--- src/rtl/scaled_addr_gen_pkg.sv ---
// Shared types and constants for the scaled VGA-to-framebuffer address generator.
// The mirror field of cfg_t exists only when SCALED_ADDR_GEN_MIRROR_EN is defined.
package scaled_addr_gen_pkg;

    localparam int SCREEN_W_DEF = 640;
    localparam int SCREEN_H_DEF = 480;
    localparam int IMG_W_DEF    = 160;
    localparam int IMG_H_DEF    = 120;
    localparam int ADDR_W_DEF   = 17;

    localparam int CNT_W = 10;  // scan counters, pans and tracker positions
    localparam int SUB_W = 3;   // sub-pixel counter, enough for scale_log2 = 3

    typedef enum logic [1:0] {
        MODE_CLAMP     = 2'd0,
        MODE_WRAP      = 2'd1,
        MODE_BORDER    = 2'd2,
        MODE_CLAMP_ALT = 2'd3
    } mode_e;

    typedef enum logic [1:0] {
        IDLE  = 2'd0,
        LATCH = 2'd1,
        MUL   = 2'd2,
        DONE  = 2'd3
    } state_e;

    typedef struct packed {
        logic [1:0]       scale_log2;
        mode_e            mode;
        logic [CNT_W-1:0] pan_x;
        logic [CNT_W-1:0] pan_y;
`ifdef SCALED_ADDR_GEN_MIRROR_EN
        logic             mirror;
`endif
    } cfg_t;

    localparam cfg_t CFG_RESET = '{
        scale_log2: 2'd2,
        mode:       MODE_CLAMP,
        pan_x:      '0,
        pan_y:      '0
`ifdef SCALED_ADDR_GEN_MIRROR_EN
        , mirror:   1'b0
`endif
    };

    function automatic logic [CNT_W-1:0] sat_pan(input logic [CNT_W-1:0] pan,
                                                 input logic [CNT_W-1:0] lim);
        return (pan >= lim) ? lim - CNT_W'(1) : pan;
    endfunction

endpackage

--- src/rtl/axis_tracker.sv ---
// One scan axis: position/sub-pixel counters with wrap-or-saturate stepping and
// an optional row base that moves by STRIDE with every position increment.
module axis_tracker
    import scaled_addr_gen_pkg::*;
#(
    parameter int LIMIT  = IMG_W_DEF,
    parameter int STRIDE = 0,
    parameter int ADDR_W = ADDR_W_DEF
) (
    input  logic              clk,
    input  logic              rst,
    input  logic              i_load,
    input  logic [CNT_W-1:0]  i_load_pos,
    input  logic [ADDR_W-1:0] i_load_base,
    input  logic              i_step,
    input  logic [1:0]        i_scale_log2,
    input  logic              i_wrap,
    output logic [CNT_W-1:0]  o_pos,
    output logic [ADDR_W-1:0] o_base,
    output logic              o_ovf
);

    localparam logic [CNT_W-1:0]  LIMIT_C  = CNT_W'(LIMIT);
    localparam logic [CNT_W-1:0]  LAST_C   = CNT_W'(LIMIT - 1);
    localparam logic [ADDR_W-1:0] STRIDE_C = ADDR_W'(STRIDE);

    logic [CNT_W-1:0]  r_pos, w_pos, w_pos_nxt;
    logic [SUB_W-1:0]  r_sub, w_sub, w_sub_nxt, w_sub_max;
    logic [ADDR_W-1:0] r_base, w_base, w_base_nxt;

    // A load takes effect in the same cycle, so the consumer sees the loaded
    // value immediately and the first step starts from it.
    always_comb begin
        // NOTE: every always_comb output gets a default first so no path leaves it unassigned (no latch).
        w_pos      = i_load ? i_load_pos  : r_pos;
        w_sub      = i_load ? '0          : r_sub;
        w_base     = i_load ? i_load_base : r_base;
        w_sub_max  = SUB_W'((4'd1 << i_scale_log2) - 4'd1);
        w_pos_nxt  = w_pos;
        w_sub_nxt  = w_sub;
        w_base_nxt = w_base;
        if (i_step) begin
            if (w_sub != w_sub_max) begin
                w_sub_nxt = w_sub + SUB_W'(1);
            end else begin
                w_sub_nxt = '0;
                if (i_wrap && (w_pos >= LAST_C)) begin
                    w_pos_nxt  = '0;
                    w_base_nxt = '0;
                end else if (w_pos != LIMIT_C) begin
                    w_pos_nxt  = w_pos + CNT_W'(1);
                    w_base_nxt = w_base + STRIDE_C;
                end
            end
        end
    end

    always_ff @(posedge clk) begin
        // NOTE: state registers use non-blocking assignments so every flop samples pre-edge values.
        if (rst) begin
            r_pos  <= '0;
            r_sub  <= '0;
            r_base <= '0;
        end else begin
            r_pos  <= w_pos_nxt;
            r_sub  <= w_sub_nxt;
            r_base <= w_base_nxt;
        end
    end

    assign o_pos  = w_pos;
    assign o_base = w_base;
    assign o_ovf  = (w_pos == LIMIT_C);

endmodule

--- src/rtl/scaled_addr_gen.sv ---
// Maps the VGA scan position onto an IMG_W x IMG_H BRAM image with pan, 2^n scaling and edge modes.
// Define SCALED_ADDR_GEN_MIRROR_EN to add the horizontal-mirror input.
module scaled_addr_gen
    import scaled_addr_gen_pkg::*;
#(
    parameter int SCREEN_W = SCREEN_W_DEF,
    parameter int SCREEN_H = SCREEN_H_DEF,
    parameter int IMG_W    = IMG_W_DEF,
    parameter int IMG_H    = IMG_H_DEF,
    parameter int ADDR_W   = ADDR_W_DEF
) (
    input  logic              clk,
    input  logic              rst,
    input  logic [CNT_W-1:0]  h_cnt,
    input  logic [CNT_W-1:0]  v_cnt,
    input  logic [1:0]        scale_log2,
    input  logic [1:0]        mode,
    input  logic [CNT_W-1:0]  pan_x,
    input  logic [CNT_W-1:0]  pan_y,
`ifdef SCALED_ADDR_GEN_MIRROR_EN
    input  logic              mirror,
`endif
    output logic [ADDR_W-1:0] pixel_addr,
    output logic              in_image,
    output logic              cfg_busy
);

    localparam logic [CNT_W-1:0]  SW_C       = CNT_W'(SCREEN_W);
    localparam logic [CNT_W-1:0]  SH_C       = CNT_W'(SCREEN_H);
    localparam logic [CNT_W-1:0]  LINE_END_C = CNT_W'(SCREEN_W - 1);
    localparam logic [CNT_W-1:0]  IMG_W_C    = CNT_W'(IMG_W);
    localparam logic [CNT_W-1:0]  IMG_H_C    = CNT_W'(IMG_H);
    localparam logic [CNT_W-1:0]  X_LAST_C   = CNT_W'(IMG_W - 1);
    localparam logic [ADDR_W-1:0] STRIDE_C   = ADDR_W'(IMG_W);
    localparam logic [ADDR_W-1:0] LAST_ROW_C = ADDR_W'((IMG_H - 1) * IMG_W);

    state_e            r_state, w_state_nxt;
    cfg_t              r_cfg, w_cfg_in;
    logic [ADDR_W-1:0] r_base_acc;
    logic [CNT_W-1:0]  r_mul_cnt;
    logic              w_latch, w_mul, w_done;
    logic              w_frame_start, w_line_end, w_blank;

    assign w_frame_start = (v_cnt == SH_C) && (h_cnt == '0);
    assign w_line_end    = (h_cnt == LINE_END_C) && (v_cnt < SH_C);
    assign w_blank       = (h_cnt >= SW_C) || (v_cnt >= SH_C);

    always_comb begin
        w_cfg_in            = r_cfg;
        w_cfg_in.scale_log2 = scale_log2;
        w_cfg_in.mode       = mode_e'(mode);
        w_cfg_in.pan_x      = sat_pan(pan_x, IMG_W_C);
        w_cfg_in.pan_y      = sat_pan(pan_y, IMG_H_C);
`ifdef SCALED_ADDR_GEN_MIRROR_EN
        w_cfg_in.mirror     = mirror;
`endif
    end

    // Frame-start row-base FSM: pan_y*IMG_W built by repeated addition.
    always_ff @(posedge clk) begin
        if (rst) r_state <= IDLE;
        else     r_state <= w_state_nxt;
    end

    always_comb begin
        w_state_nxt = r_state;
        case (r_state)
            IDLE:    if (w_frame_start) w_state_nxt = LATCH;
            LATCH:   w_state_nxt = (w_cfg_in.pan_y == '0) ? DONE : MUL;
            MUL:     if (r_mul_cnt == r_cfg.pan_y - CNT_W'(1)) w_state_nxt = DONE;
            DONE:    w_state_nxt = IDLE;
            default: w_state_nxt = IDLE;
        endcase
    end

    always_comb begin
        w_latch  = (r_state == LATCH);
        w_mul    = (r_state == MUL);
        w_done   = (r_state == DONE);
        cfg_busy = (r_state != IDLE);
    end

    always_ff @(posedge clk) begin
        if (rst) begin
            r_cfg      <= CFG_RESET;
            r_base_acc <= '0;
            r_mul_cnt  <= '0;
        end else if (w_latch) begin
            r_cfg      <= w_cfg_in;
            r_base_acc <= '0;
            r_mul_cnt  <= '0;
        end else if (w_mul) begin
            r_base_acc <= r_base_acc + STRIDE_C;
            r_mul_cnt  <= r_mul_cnt + CNT_W'(1);
        end
    end

    logic [CNT_W-1:0]  w_x_pos, w_y_pos;
    logic [ADDR_W-1:0] w_x_base_unused, w_y_base;
    logic              w_x_ovf, w_y_ovf;
    logic              w_wrap;

    assign w_wrap = (r_cfg.mode == MODE_WRAP);

    axis_tracker #(.LIMIT(IMG_W), .STRIDE(0), .ADDR_W(ADDR_W)) u_x_trk (
        .clk          (clk),
        .rst          (rst),
        .i_load       (h_cnt == '0),
        .i_load_pos   (r_cfg.pan_x),
        .i_load_base  ('0),
        .i_step       (1'b1),
        .i_scale_log2 (r_cfg.scale_log2),
        .i_wrap       (w_wrap),
        .o_pos        (w_x_pos),
        .o_base       (w_x_base_unused),
        .o_ovf        (w_x_ovf)
    );

    axis_tracker #(.LIMIT(IMG_H), .STRIDE(IMG_W), .ADDR_W(ADDR_W)) u_y_trk (
        .clk          (clk),
        .rst          (rst),
        .i_load       (w_done),
        .i_load_pos   (r_cfg.pan_y),
        .i_load_base  (r_base_acc),
        .i_step       (w_line_end),
        .i_scale_log2 (r_cfg.scale_log2),
        .i_wrap       (w_wrap),
        .o_pos        (w_y_pos),
        .o_base       (w_y_base),
        .o_ovf        (w_y_ovf)
    );

    logic [CNT_W-1:0]  w_x_sel, w_x_term;
    logic [ADDR_W-1:0] w_row, w_addr;
    logic              w_in;

    // WRAP never reaches an overflow marker, so the clamp muxes serve CLAMP and WRAP alike.
    always_comb begin
        w_x_sel = w_x_ovf ? X_LAST_C : w_x_pos;
`ifdef SCALED_ADDR_GEN_MIRROR_EN
        w_x_term = r_cfg.mirror ? (X_LAST_C - w_x_sel) : w_x_sel;
`else
        w_x_term = w_x_sel;
`endif
        w_row  = w_y_ovf ? LAST_ROW_C : w_y_base;
        w_addr = w_row + ADDR_W'(w_x_term);
        w_in   = 1'b1;
        if ((r_cfg.mode == MODE_BORDER) && (w_x_ovf || w_y_ovf)) begin
            w_addr = '0;
            w_in   = 1'b0;
        end
    end

    logic [ADDR_W-1:0] r_pixel_addr;
    logic              r_in_image;

    always_ff @(posedge clk) begin
        if (rst || w_blank) begin
            r_pixel_addr <= '0;
            r_in_image   <= 1'b0;
        end else begin
            r_pixel_addr <= w_addr;
            r_in_image   <= w_in;
        end
    end

    assign pixel_addr = r_pixel_addr;
    assign in_image   = r_in_image;

endmodule
--- config.mk ---
export PLATFORM = sky130hd
export DESIGN_NAME = scaled_addr_gen
export DESIGN_NICKNAME = d
export VERILOG_FILES = /design/src/rtl/scaled_addr_gen_pkg.sv /design/src/rtl/axis_tracker.sv /design/src/rtl/scaled_addr_gen.sv
export SDC_FILE = /design/constraint.sdc
export NUM_CORES = 1
export LEC_CHECK = 0
export BUFFER_PORTS_ARGS = -buffer_cell sky130_fd_sc_hd__clkbuf_2
export CORE_MARGIN = 2
export CORE_UTILIZATION = 64
export DETAILED_ROUTE_END_ITERATION = 10
export PLACE_DENSITY = 0.86
export SYNTH_ARGS = -nofsm -noshare
export SYNTH_HDL_FRONTEND = slang
export SYNTH_SLANG_ARGS = --single-unit
--- constraint.sdc ---
create_clock -name clk -period 12.6 [get_ports clk]
set_input_delay 1.26 -clock clk [delete_from_list [all_inputs] [get_ports clk]]
set_output_delay 1.26 -clock clk [all_outputs]
set_load 0.05 [all_outputs]
Word level (Yosys, flattened, before mapping)
Cells that the tools add are included.
- register bits after elaboration: 114
- bits of input ports: 46
- output and inout bits: 19
- word-level logic and storage cells: 92
- $add $sub $neg: 10
- magnitude comparators: 7
- eq/ne operators: 16
- shifts and indexed selects: 1
- mux-type cells: 27
- bitwise logic cells: 1
- reduce and logical (&&, ||, !) cells: 16
- operators with widths (cell ; number):
    $mux 10 ; 12
    $mux 17 ; 6
    $add 17x8->17 const B ; 2
    $add 10x1->10 const B ; 3
    $ge 10x7->1 const B ; 2
    $ge 10x8->1 const B ; 2
    $logic_not 10->1 ; 2
    $add 17x10->17 ; 1
    $mux 3 ; 4
    $eq 10x10->1 ; 1
    $eq 10x10->1 const B ; 1
    $eq 10x7->1 const B ; 1
    $eq 10x8->1 const B ; 1
    $eq 10x9->1 const B ; 1
    $ge 10x10->1 const B ; 1
    $ge 10x9->1 const B ; 1
    $lt 10x9->1 const B ; 1
    $ne 10x7->1 const B ; 1
    $ne 10x8->1 const B ; 1
    $sub 10x1->10 const B ; 1
    $pmux 2 s4 ; 1
    $add 3x1->3 const B ; 2
    $eq 2x2->1 const B ; 3
    $ne 3x3->1 ; 2
    other kinds (14) ; 25

Logic depth before layout (Yosys ltp)
- word-level depth: 7
- gate-level depth with buffers: 22
- mapped depth without buffers: 18

Hierarchy
A second synthesis with hierarchy kept.
- cells, all modules: 829
- area total of the unflattened synthesis: 7425.9 sq um
- by module, submodules not included (module ; instances ; cells an instance ; area an instance (sq um) ; sequential area each (sq um)):
    scaled_addr_gen ; 1 ; 432 ; 3652.3 ; 1321.3
    axis_tracker (u_y_trk) ; 1 ; 222 ; 1999.4 ; 600.6
    axis_tracker (u_x_trk) ; 1 ; 175 ; 1774.2 ; 600.6

Worst setup path before layout
Ideal clock, no wire load.
- path kind: input port to flip-flop
- start point: in h_cnt[1]
- end point: reg r_pixel_addr[12], in the netlist pixel_addr[12]
- setup time: 0.117 ns
- arrival time: 4.833 ns
- required time: 12.483 ns
- slack: 7.650 ns
- stages: 19
- path buffers: 1
- cell sequence: nor4_1 -> nand3_1 -> clkbuf_1 -> mux2i_1 -> ha_1 -> nor4b_1 -> nand4b_1 -> mux2_4 -> ha_1 -> inv_1 -> ha_1 -> fa_1 -> a21o_1 -> a21oi_1 -> o21ai_0 -> a41oi_1 -> nor3_1 -> xnor2_1 -> nor2_1
- cells in the longest elaborated chain, start to end: 6
- elaborated cells on any way between the ends: 11
- classes of those cells: add/sub: 1; order compare: 1; eq/ne: 1; mux: 2; reduce/logical: 6
- ends and longest elaborated chain (what ; RTL line ; RTL):
    start, declared ; scaled_addr_gen.sv:14 ; input logic [CNT_W-1:0] h_cnt,
    branches (longest 6 deep; another with $add 17x10->17) ; - ;
    end signal, assigned ; scaled_addr_gen.sv:162 ; r_pixel_addr <= w_addr;
    end, declared ; scaled_addr_gen.sv:154 ; logic [ADDR_W-1:0] r_pixel_addr;
Parallel ways; which one is timed is not known.
A chain may end at the register's enable or synchronous reset.

Final worst setup path
Ends and elaborated chain as after synthesis.

==> flow_metrics.tcl <==
set metrics [dict create \
    outcome "finished clean" \
    clock_sinks 109 \
    hold_path.class "register to register" \
    power_frac_comb 0.045 \
    cp_common_cell "ha_1" \
    ys_warn_count 0 \
    die_h_um 104 \
    synthArstFlopShare 0 \
    wl_per_cell_um 16.1 \
    synth_edf_count 0 \
    power_frac_seq 0.562 \
    max_freq_ghz 0.194 \
    synth_seq_cells 109 \
    drive_above_1_share 0.167 \
    crit_required_ns 12.86 \
    cts_root_buf "clkbuf_8" \
    maxSlewViolCount 0 \
    fillers 742 \
    grt_overflow 0 \
    detail-route-antenna-nets 0 \
    dp_hpwl_mm 11.0 \
    totalPowerFinal_mw 0.617 \
    syn_area_per_cell_um2 8.69 \
    syn_nets 810 \
    path_cells "clkbuf_2 > nor4_1 > nand3_1 > buf_4 > mux2i_1 > ha_1 > nor4b_1 > nand4b_1 > mux2_4 > ha_1 > inv_1 > ha_1 > fa_1 > a21o_1 > a21oi_1 > o21ai_0 > a41oi_1 > nor3_1 > xnor2_1 > nor2_1" \
    synth_cells 736 \
    met1_usage 0.325 \
    reg2reg_slack_ns 7.56 \
    intPower_mw 0.480 \
    worstSetupStartpointType "primary input" \
    io_pins 65 \
    path_class "primary input to register" \
    cts_tree "built" \
    wl_mm 14.7 \
    die_w_um 104 \
    synthTopCellsByArea "dfxtp_1 (34%), nor2_1 (5.9%), ha_1 (5.3%), xor2_1 (5.1%), mux2i_1 (4.4%)" \
    synth.distinct_cells 87 \
    clock_skew_ns 0.00838 \
    multi_input_area_um2 3910 \
    io_buffers 64 \
    busiest_layer "met2" \
    nNetsFinal 853 \
    register_area_um2 2180 \
    maxCapViolations 0 \
    post-cts-setup-buffers 0 \
    antenna_found_initial 0 \
    clock_latency_ns 0.38 \
    crit_path_max_incr_delay_ns 0.51 \
    whs_ns 0.485 \
    dr.pass1.iters 5 \
    worst_ep_arrival_time_ns 5.40 \
    synth_top_cell_area_share 0.341 \
    finalSetupViolCount 0 \
    vias_per_cell 5.95 \
    cts_buffers 9 \
    start_util 0.657 \
    n_antenna_cell 0 \
    p_clk_frac 0.393 \
    num_vias 5459 \
    grt_setup_unrepaired "false" \
    crit_path_end_kind "register" \
    tns_ns 0 \
    grt_max_degree 44 \
    gr-usage-met3 0.0602 \
    p_sw_frac 0.223 \
    grtUsageTotal 0.275 \
    crit_family "compound AO/OA/AOI/OAI gates" \
    syn_area_um2 6390 \
    grt_pass1_vias 5320 \
    p_leak_nw 2.91 \
    path_buf_inv 3 \
    fin_crit_ns 5.14 \
    drt-initial-drc-count 255 \
    seq_area_frac_synth 0.341 \
    grt_pass1_wl_mm 24.8 \
    ir_worst_vdd_uv 62.6 \
    cts_resized 0 \
    rows 36 \
    finalCritPeriodShare 0.408 \
    slew_headroom 0.169 \
    worstMarginPinSlew_ns 1.25 \
    grt_use_met2 0.490 \
    gp_congestion 0.916 \
    critPathSlowestCell "a41oi_1" \
    p_switching_mw 0.138 \
    dieArea_um2 10800 \
    cp_max_fo 23 \
    clkTransAtPathRegs_ns 0.10 \
    coreArea_um2 9730 \
    pwr_density_cell_nw_per_um2 89.5 \
    cts-hold-fix-buffers 0 \
    hold_viol 0 \
    drc 0 \
    synthFlopType "dfxtp_1" \
    cts_max_level 3 \
    cts_max_path_buffers 2 \
    syn_to_final_growth_pct 7.89 \
    yosysTopAreaCell "dfxtp_1" \
]
[cell usage in the layout, fill, tap and decap left out, types with 14 or more instances in the layout]
cell / count
a21oi_1: 30
and2_1: 14
clkbuf_2: 64
dfxtp_1: 109
ha_1: 26
inv_1: 20
mux2i_1: 28
nand2_1: 58
nand3_1: 24
nor2_1: 100
nor3_1: 23
o21ai_0: 20
xnor2_1: 25
xor2_1: 37
[logic make-up (layout without fill, tap and decap cells)]
family                     count (synthesis)  after routing  synth area share
xor gates and xnor gates                  62             62            0.0849
adders and majority gates                 28             28            0.0560
DFF                                      109            109             0.341
buffers and inverters                     55            103            0.0481
muxes                                     37             37            0.0611
AOI/OAI and AO/OA                        123            123             0.142
and+or+nand+nor                          322            322             0.267
[stage by stage]
stage	utilization	std cells	instance area [µm²]	worst slack, ns
after floorplan	-	736	6390	7.65
after global placement	0.685	901	6670	7.35
after detailed placement	0.685	901	6670	7.14
after CTS	0.709	917	6900	7.54
after global routing	0.709	917	6900	7.06
final	0.709	917	6900	7.46
[Yosys cell counts (all sizes together) (10+ instances only)]
master and instances:
dfxtp 109, nor2 101, nand2 60, xor2 37
a21oi 31, mux2i 30, ha 27, nor3 26
xnor2 25, nand3 24, o21ai 23, inv 22
buf 17, clkbuf 16, and2 15, and3 14
nand4 13, nand2b 12, a211oi 11, a21o 10
nor2b 10
[worst paths after layout]
kind / start / endpoint / depth (start not counted)
setup / recovery: h_cnt[1] / pixel_addr[12] / 20
hold / removal: u_y_trk.r_base[1] / u_y_trk.r_base[1] / 2
setup reg to reg: r_state[1] / pixel_addr[12] / 16
hold reg to reg: u_y_trk.r_base[1] / u_y_trk.r_base[1] / 2
[layout make-up]
class / instances / area share
Clock buffer: 11 / 0.0219
Clock inverter: 5 / 0.0118
Inverter: 22 / 0.0120
Multi-Input combinational cell: 572 / 0.566
Sequential cell: 109 / 0.316
Tap cell: 133 / 0.0241
Timing Repair Buffer: 65 / 0.0475
[flip-flops by register name (all words and copies together), names as in the netlist]
register        flops
u_y_trk.r_pos      10
r_mul_cnt          10
u_y_trk.r_base     17
r_state             2
r_cfg              24
in_image            1
u_x_trk.r_pos      10
r_base_acc         12
u_y_trk.r_sub       3
u_x_trk.r_sub       3
pixel_addr         17
[layer usage]
layer | wire length (µm) | vias to the layer above | part of all wire
li1 | - | 2672 | -
met1 | 6310 | 2614 | 0.43
met2 | 7420 | 136 | 0.50
met3 | 603 | 37 | 0.041
met4 | 387 | 0 | 0.026
met5 | 0 | - | 0
[power by group through the flow]
stage	sequential [mW]	clock, mW	combinational (mW)
finish	0.347	0.243	0.0276
global route	0.347	0.260	0.0304
CTS	0.347	0.247	0.0273
detailed placement	0.355	0	0.0271
global placement	0.355	0	0.0261
floorplan	0.355	0	0.0146
[tightest hold or removal path, cell delays in order (launching register included)]
cell,delay [ns]
dfxtp_1,0.31
nand2b_1,0.09
nor2_1,0.05
Power figures use the tool's default switching activity.
